File: src/rtl/serv_serial_pkg.sv
// Shared definitions for the SERV Wishbone-to-serial bridge: frame layout,
// command byte bit positions and the bridge state encoding.
package serv_serial_pkg;

    localparam int FRAME_LEN    = 72;
    localparam int WORD_LEN     = 32;
    localparam int CMD_WE_BIT   = 7;
    localparam int CMD_DBUS_BIT = 6;
    localparam int BIT_CNT_W    = 7;
    localparam int DIV_CNT_W    = 8;

    localparam logic [BIT_CNT_W-1:0] LAST_BIT = BIT_CNT_W'(FRAME_LEN - 1);

    typedef enum logic [1:0] {
        ST_IDLE,
        ST_SHIFT,
        ST_ACK,
        ST_GAP
    } bridgeState_e;

    // Command byte, address, then data slot (zero on MOSI for reads).
    function automatic logic [FRAME_LEN-1:0] buildFrame(
        input logic                we,
        input logic                isDbus,
        input logic [3:0]          sel,
        input logic [WORD_LEN-1:0] adr,
        input logic [WORD_LEN-1:0] dat
    );
        logic [7:0] cmd;
        cmd               = 8'h00;
        cmd[CMD_WE_BIT]   = we;
        cmd[CMD_DBUS_BIT] = isDbus;
        cmd[3:0]          = sel;
        return {cmd, adr, (we ? dat : {WORD_LEN{1'b0}})};
    endfunction

endpackage

File: src/rtl/serial_shift_engine.sv
// Shifts one 72-bit frame out on MOSI (MSB first) while collecting MISO bits;
// owns the serial clock divider, bit counter and chip select timing.
module serial_shift_engine
    import serv_serial_pkg::*;
#(
    parameter int CLK_DIV = 2
) (
    input  logic                 clk,
    input  logic                 rst_i,
    input  logic                 start_i,
    input  logic [FRAME_LEN-1:0] frame_i,
    output logic                 done_o,
    output logic [WORD_LEN-1:0]  rxWord_o,
    output logic                 serClk_o,
    output logic                 serCs_o,
    output logic                 serMosi_o,
    input  logic                 serMiso_i
);

    localparam logic [DIV_CNT_W-1:0] DIV_LAST = DIV_CNT_W'(CLK_DIV - 1);

    logic                 active_q;
    logic                 highPhase_q;
    logic [DIV_CNT_W-1:0] divCnt_q;
    logic [BIT_CNT_W-1:0] bitCnt_q;
    logic [FRAME_LEN-1:0] shReg_q;
    logic [WORD_LEN-1:0]  rx_q;
    logic                 serClk_q;
    logic                 cs_q;

    logic phaseEnd;
    logic sampleNow;

    assign phaseEnd  = active_q && (divCnt_q == DIV_LAST);
    assign sampleNow = active_q && highPhase_q && (divCnt_q == '0);
    assign done_o    = phaseEnd && highPhase_q && (bitCnt_q == LAST_BIT);

    // With CLK_DIV=1 the final MISO sample lands on the same edge as done.
    assign rxWord_o  = sampleNow ? {rx_q[WORD_LEN-2:0], serMiso_i} : rx_q;

    assign serClk_o  = serClk_q;
    assign serCs_o   = cs_q;
    assign serMosi_o = shReg_q[FRAME_LEN-1];

    always_ff @(posedge clk) begin
        if (rst_i) begin
            active_q    <= 1'b0;
            highPhase_q <= 1'b0;
            divCnt_q    <= '0;
            bitCnt_q    <= '0;
            shReg_q     <= '0;
            rx_q        <= '0;
            serClk_q    <= 1'b0;
            cs_q        <= 1'b1;
        end else if (start_i) begin
            active_q    <= 1'b1;
            highPhase_q <= 1'b0;
            divCnt_q    <= '0;
            bitCnt_q    <= '0;
            shReg_q     <= frame_i;
            rx_q        <= '0;
            serClk_q    <= 1'b0;
            cs_q        <= 1'b0;
        end else if (active_q) begin
            if (sampleNow) begin
                rx_q <= {rx_q[WORD_LEN-2:0], serMiso_i};
            end
            if (phaseEnd) begin
                divCnt_q <= '0;
                if (!highPhase_q) begin
                    highPhase_q <= 1'b1;
                    serClk_q    <= 1'b1;
                end else if (bitCnt_q == LAST_BIT) begin
                    active_q    <= 1'b0;
                    highPhase_q <= 1'b0;
                    serClk_q    <= 1'b0;
                    cs_q        <= 1'b1;
                    shReg_q     <= '0;
                end else begin
                    highPhase_q <= 1'b0;
                    serClk_q    <= 1'b0;
                    bitCnt_q    <= bitCnt_q + BIT_CNT_W'(1);
                    shReg_q     <= {shReg_q[FRAME_LEN-2:0], 1'b0};
                end
            end else begin
                divCnt_q <= divCnt_q + DIV_CNT_W'(1);
            end
        end
    end

endmodule

File: src/rtl/serv_wb_serial_bridge.sv
// Bridges SERV's instruction and data Wishbone ports onto one serial link:
// arbitrates (dbus first), runs the IDLE/SHIFT/ACK/GAP sequence and drives the acks.
module serv_wb_serial_bridge
    import serv_serial_pkg::*;
#(
    parameter int CLK_DIV = 2
) (
    input  logic        clk,
    input  logic        i_rst,
    input  logic [31:0] i_ibus_adr,
    input  logic        i_ibus_cyc,
    output logic [31:0] o_ibus_rdt,
    output logic        o_ibus_ack,
    input  logic [31:0] i_dbus_adr,
    input  logic [31:0] i_dbus_dat,
    input  logic [3:0]  i_dbus_sel,
    input  logic        i_dbus_we,
    input  logic        i_dbus_cyc,
    output logic [31:0] o_dbus_rdt,
    output logic        o_dbus_ack,
    output logic        o_ser_clk,
    output logic        o_ser_cs,
    output logic        o_ser_mosi,
    input  logic        i_ser_miso
);

    bridgeState_e          state_q;
    logic                  ownerDbus_q;
    logic                  isWrite_q;
    logic                  ibusAck_q;
    logic                  dbusAck_q;
    logic [WORD_LEN-1:0]   ibusRdt_q;
    logic [WORD_LEN-1:0]   dbusRdt_q;

    logic                  start_d;
    logic [FRAME_LEN-1:0]  frame_d;
    logic                  engDone;
    logic [WORD_LEN-1:0]   engRx;

    always_comb begin
        start_d = 1'b0;
        frame_d = '0;
        if (state_q == ST_IDLE) begin
            if (i_dbus_cyc) begin
                start_d = 1'b1;
                frame_d = buildFrame(i_dbus_we, 1'b1, i_dbus_sel, i_dbus_adr, i_dbus_dat);
            end else if (i_ibus_cyc) begin
                start_d = 1'b1;
                frame_d = buildFrame(1'b0, 1'b0, 4'hF, i_ibus_adr, 32'h0);
            end
        end
    end

    serial_shift_engine #(
        .CLK_DIV(CLK_DIV)
    ) u_engine (
        .clk       (clk),
        .rst_i     (i_rst),
        .start_i   (start_d),
        .frame_i   (frame_d),
        .done_o    (engDone),
        .rxWord_o  (engRx),
        .serClk_o  (o_ser_clk),
        .serCs_o   (o_ser_cs),
        .serMosi_o (o_ser_mosi),
        .serMiso_i (i_ser_miso)
    );

    // An abandoned request (cyc dropped mid-frame) gets no ack and leaves rdt alone.
    always_ff @(posedge clk) begin
        if (i_rst) begin
            state_q     <= ST_IDLE;
            ownerDbus_q <= 1'b0;
            isWrite_q   <= 1'b0;
            ibusAck_q   <= 1'b0;
            dbusAck_q   <= 1'b0;
            ibusRdt_q   <= '0;
            dbusRdt_q   <= '0;
        end else begin
            ibusAck_q <= 1'b0;
            dbusAck_q <= 1'b0;
            case (state_q)
                ST_IDLE: begin
                    if (start_d) begin
                        ownerDbus_q <= i_dbus_cyc;
                        isWrite_q   <= i_dbus_cyc & i_dbus_we;
                        state_q     <= ST_SHIFT;
                    end
                end
                ST_SHIFT: begin
                    if (engDone) begin
                        state_q <= ST_ACK;
                        if (ownerDbus_q && i_dbus_cyc) begin
                            dbusAck_q <= 1'b1;
                            dbusRdt_q <= isWrite_q ? '0 : engRx;
                        end else if (!ownerDbus_q && i_ibus_cyc) begin
                            ibusAck_q <= 1'b1;
                            ibusRdt_q <= engRx;
                        end
                    end
                end
                ST_ACK:  state_q <= ST_GAP;
                ST_GAP:  state_q <= ST_IDLE;
                default: state_q <= ST_IDLE;
            endcase
        end
    end

    assign o_ibus_ack = ibusAck_q;
    assign o_dbus_ack = dbusAck_q;
    assign o_ibus_rdt = ibusRdt_q;
    assign o_dbus_rdt = dbusRdt_q;

endmodule

File: config.mk
export PLATFORM = sky130hd
export DESIGN_NAME = serv_wb_serial_bridge
export DESIGN_NICKNAME = d
export VERILOG_FILES = /design/src/rtl/serv_serial_pkg.sv /design/src/rtl/serial_shift_engine.sv /design/src/rtl/serv_wb_serial_bridge.sv
export SDC_FILE = /design/constraint.sdc
export NUM_CORES = 1
export LEC_CHECK = 0
export BUFFER_PORTS_ARGS = -buffer_cell sky130_fd_sc_hd__buf_2
export CAP_MARGIN = 20
export CORE_MARGIN = 1.5
export CORE_UTILIZATION = 54
export DETAILED_ROUTE_END_ITERATION = 10
export HOLD_SLACK_MARGIN = 0.02
export PLACE_DENSITY = 0.79
export SLEW_MARGIN = 30
export SYNTH_ARGS = -nofsm -noshare
export SYNTH_HDL_FRONTEND = slang
export SYNTH_HIERARCHICAL = 1
export SYNTH_SLANG_ARGS = --single-unit
File: constraint.sdc
create_clock -name clk -period 2.95 [get_ports clk]
set_clock_uncertainty 0.1 [all_clocks]
set_input_delay 0.295 -clock clk [delete_from_list [all_inputs] [get_ports clk]]
set_output_delay 0.295 -clock clk [all_outputs]
set_load 0.02 [all_outputs]
==> flow_metrics.env <==
export IMPL_pin_slew_with_the_least_headroom_to_its_limit_ns=0.664
export IMPL_synth_compound_area_share_pct=21.9
export IMPL_status="complete, no violations"
export IMPL_grt_usage_pct=23.7
export IMPL_worst_endpoint_arrival_ns=2.73
export IMPL_hold_class="input port to flip-flop"
export IMPL_hold_viol=0
export IMPL_maxSlewViolCount=0
export IMPL_first_global_vias=6123
export IMPL_post_synthesis_instance_area_um2=7890
export IMPL_fin_crit_ns=2.49
export IMPL_max_cap_violations=0
export IMPL_core_region_area_um2=14000
export IMPL_timing_rr_start="u_engine/divCnt_q[0]"
export IMPL_worst_r2r_setup_slack_ns=0.46
export IMPL_max_used_layer="met4"
export IMPL_worst_slew_margin_rel_pct=55.6
export IMPL_post_route_drc_count=0
export IMPL_cells_along_the_critical_path="ha_1 -> or3b_2 -> nor3_2 -> nand3_2 -> buf_4 -> o21ai_0"
export IMPL_finalWeightedCongestion=0.770
export IMPL_route_antenna_remaining_nets=0
export IMPL_initial_utilization_pct=56.2
export IMPL_synth_avg_cell_area_um2=9.15
export IMPL_number_of_flops_mapped_to_enable_cells_by_yosys=0
export IMPL_port_buffers=174
export IMPL_fin_tns_setup_ns=0
export IMPL_critical_path_startpoint="u_engine/divCnt_q[0]"
export IMPL_peakVddDrop_mv=0.460
export IMPL_powerDensity_nw_per_um2=679
export IMPL_grt_antenna_before_repair=0
export IMPL_routed_wl_um=17700
export IMPL_synth_fa_ha_area_share_pct=1.27
export IMPL_post_synth_num_cell_types=54
export IMPL_reg2reg_to="u_engine/shReg_q[29]"
export IMPL_fmax_ghz=0.401
export IMPL_finish_net_count=1127
export IMPL_cts_root_buffer_cell="clkbuf_16"
export IMPL_critical_path_peak_fanout=64
export IMPL_dr_pass1_iters=5
export IMPL_synth_ff_latch_count=192
export IMPL_cts_tree="done"
export IMPL_p_leak_uw=0.00392
export IMPL_critPathCapture="u_engine/shReg_q[29]"
export IMPL_detailed_routed_wire_length_on_met2_um=8260
export IMPL_floorplan_io_pins=175
export IMPL_globalRouteOverflowTotal=0
export IMPL_wl_met3_um=1090
export IMPL_ys_warnings_count=6
export IMPL_dr_vias=6621
export IMPL_postCtsSetupBuffers=0
export IMPL_fraction_of_synthesized_area_in_multiplexers_pct=5.20
export IMPL_synth_async_sr_flop_share_pct=0
export IMPL_synthCells=862
export IMPL_synthXorXnorAreaFrac_pct=0.777
export IMPL_place_detailed_hpwl_um=11600
export IMPL_syn2layout_area_growth_pct=20.3
export IMPL_worstSkewPairLatency_ns=0.42
export IMPL_totalPowerFinal_uw=6440
export IMPL_routedWlPerCell_um=14.7
export IMPL_cts_htree_levels=4
export IMPL_die_w_um=124
export IMPL_post_cts_resize_count=0
export IMPL_critical_path_startpoint_type="flip-flop"
export IMPL_rows=43
export IMPL_vias_per_cell=5.50
export IMPL_yosys_area_share_simple_pct=15.2
export IMPL_cts_path_max_buffers=2
export IMPL_timing_setup_critical_path_class="flip-flop to flip-flop"
export IMPL_grt_first_pass_wirelength_um=28700
export IMPL_timing_critical_path_required_ns=3.19
export IMPL_synth_top_family_by_area="compound AO/OA/AOI/OAI gates"
export IMPL_crit_path_end_kind="flip-flop"
export IMPL_clkSlewWorstSetupHoldPaths_ns=0.07
export IMPL_detail_route_wirelength_met1_um=8110
export IMPL_cpMaxStageDelayCell="or3b_2"
export IMPL_grt_start_max_net_pins=71
export IMPL_max_stage_delay_ns=0.50
export IMPL_holdBufCountCts=0
export IMPL_detail_route_iter0_violations=316
export IMPL_timing_final_setup_violations=0
export IMPL_die_area_um2=15300
export IMPL_r2r_cell_count=6
export IMPL_cts_num_sinks=192
export IMPL_timing_final_crit_share_pct=84.4
export IMPL_tritoncts_num_buffers=17
export IMPL_antenna_cell_count=0
export IMPL_final_layout_size_suffix_gt1_share_pct=25.7
export IMPL_postSynth_topFlopCell="dfxtp_1"
export IMPL_synth_seq_area_share_pct=48.7
export IMPL_rsz0062_at_grt="no"
export IMPL_chipHeight_um=124
## layer usage
layer,vias up,GRT usage (%)
li1,3289,-
met1,3104,30.1
met2,212,39.2
met3,16,5.82
met4,0,8.26
met5,-,0
## layout by cell type, fill, tap and decap left out, drive strengths merged, types with 3 or more instances in the layout
cell type / instances
dfxtp: 192
nor2: 19
mux2: 32
clkbuf: 18
ha: 8
and3: 3
inv: 76
a22oi: 64
nor3: 3
nand3: 9
and2: 65
bufinv: 3
a22o: 64
nand4: 9
xnor2: 3
nand2: 96
o21ai: 74
xor2: 4
a21oi: 44
mux2i: 5
or3: 6
buf: 191
clkinv: 3
nand2b: 4
a2bb2oi: 4
## worst min-delay path by stage
stage	startpoint	end	cells past startpoint
2_1_floorplan	i_rst	u_engine/shReg_q[0]	1
3_3_place_gp	o_ibus_rdt[19]	o_ibus_rdt[19]	2
3_5_place_dp	o_ibus_rdt[16]	o_ibus_rdt[16]	2
4_1_cts	i_rst	u_engine/shReg_q[0]	2
5_1_grt	i_rst	u_engine/shReg_q[0]	2
6_report	i_rst	u_engine/shReg_q[0]	2
## worst max-delay path: cells and delay by family (launching register included)
family / cells / cell delay, ns
flip-flops: 1 / 0.44
buffers and inverters: 1 / 0.31
AND/OR/NAND/NOR: 3 / 0.98
AO/OA/AOI/OAI: 1 / 0.25
adder cells (fa/ha/maj): 1 / 0.31
## cell usage after synthesis, types with 2 or more instances
cell type	number	share of area, %
buf_1	3	0.14
mux2_1	3	0.43
or3_1	6	0.48
and3_1	3	0.24
nand4b_1	2	0.22
nor3_1	2	0.13
buf_2	8	0.51
dfxtp_1	192	49
inv_1	70	3.3
ha_1	8	1.3
xnor2_1	3	0.33
buf_6	3	0.43
clkbuf_1	40	1.9
a2bb2oi_1	4	0.44
mux2_2	29	4.1
xor2_1	4	0.44
nand2b_1	3	0.24
a22o_1	64	7.1
and2_1	65	5.2
o21ai_1	28	1.8
nand4_1	9	0.71
nor2_1	18	0.86
mux2i_1	5	0.63
a22oi_1	64	6.1
a21oi_1	44	2.8
nand2_1	95	4.5
o21ai_0	46	2.9
nor2b_1	2	0.16
nand3_1	9	0.57
buf_4	6	0.57
## area by class of cell
| class | instances | area [µm²] |
|---|---|---|
| repair buffers | 191 | 1020 |
| inverters | 71 | 267 |
| multi-input cells | 540 | 3540 |
| clock buffers | 18 | 429 |
| flip-flops and latches | 192 | 3840 |
| fillers | 1175 | 4560 |
| well taps | 180 | 225 |
| clock inverters | 11 | 155 |
## per-stage QoR
step / utilization, % / setup slack [ns] / area [µm²] / std cells / hold WS, ns
floorplan: - / 0.563 / 7890 / 863 / 0.264
global placement: 63.3 / 0.627 / 8890 / 1174 / 0.339
detailed placement: 63.4 / 0.490 / 8900 / 1174 / 0.345
CTS: 67.5 / 0.483 / 9480 / 1203 / 0.0683
global route: 67.5 / 0.237 / 9480 / 1203 / 0.101
finish: 67.5 / 0.459 / 9480 / 1203 / 0.0775
## power by group
part           switching (µW)  total, µW  leakage, µW  internal, µW
Sequential                103       2870      0.00155          2770
Clock                     971       2310     0.000289          1340
Combinational             759       1260      0.00207           501
## registers in the layout, summed over array words and instances (netlist names), 2 cells and up
register / cells
u_engine/bitCnt_q: 7
o_ibus_rdt: 32
state_q: 2
o_dbus_rdt: 32
u_engine/divCnt_q: 8
u_engine/shReg_q: 72
u_engine/rx_q: 32
## cells by family (layout without fill, tap and decap cells)
logic type      Yosys count  in the layout
compound gates          257            257
simple gates            229            229
flops                   192            192
buf+inv                 131            291
mux                      37             37
fa+ha+maj                 8              8
xor+xnor                  7              7
other cells               1              2
No activity file was read; power rests on OpenSTA's default activity.
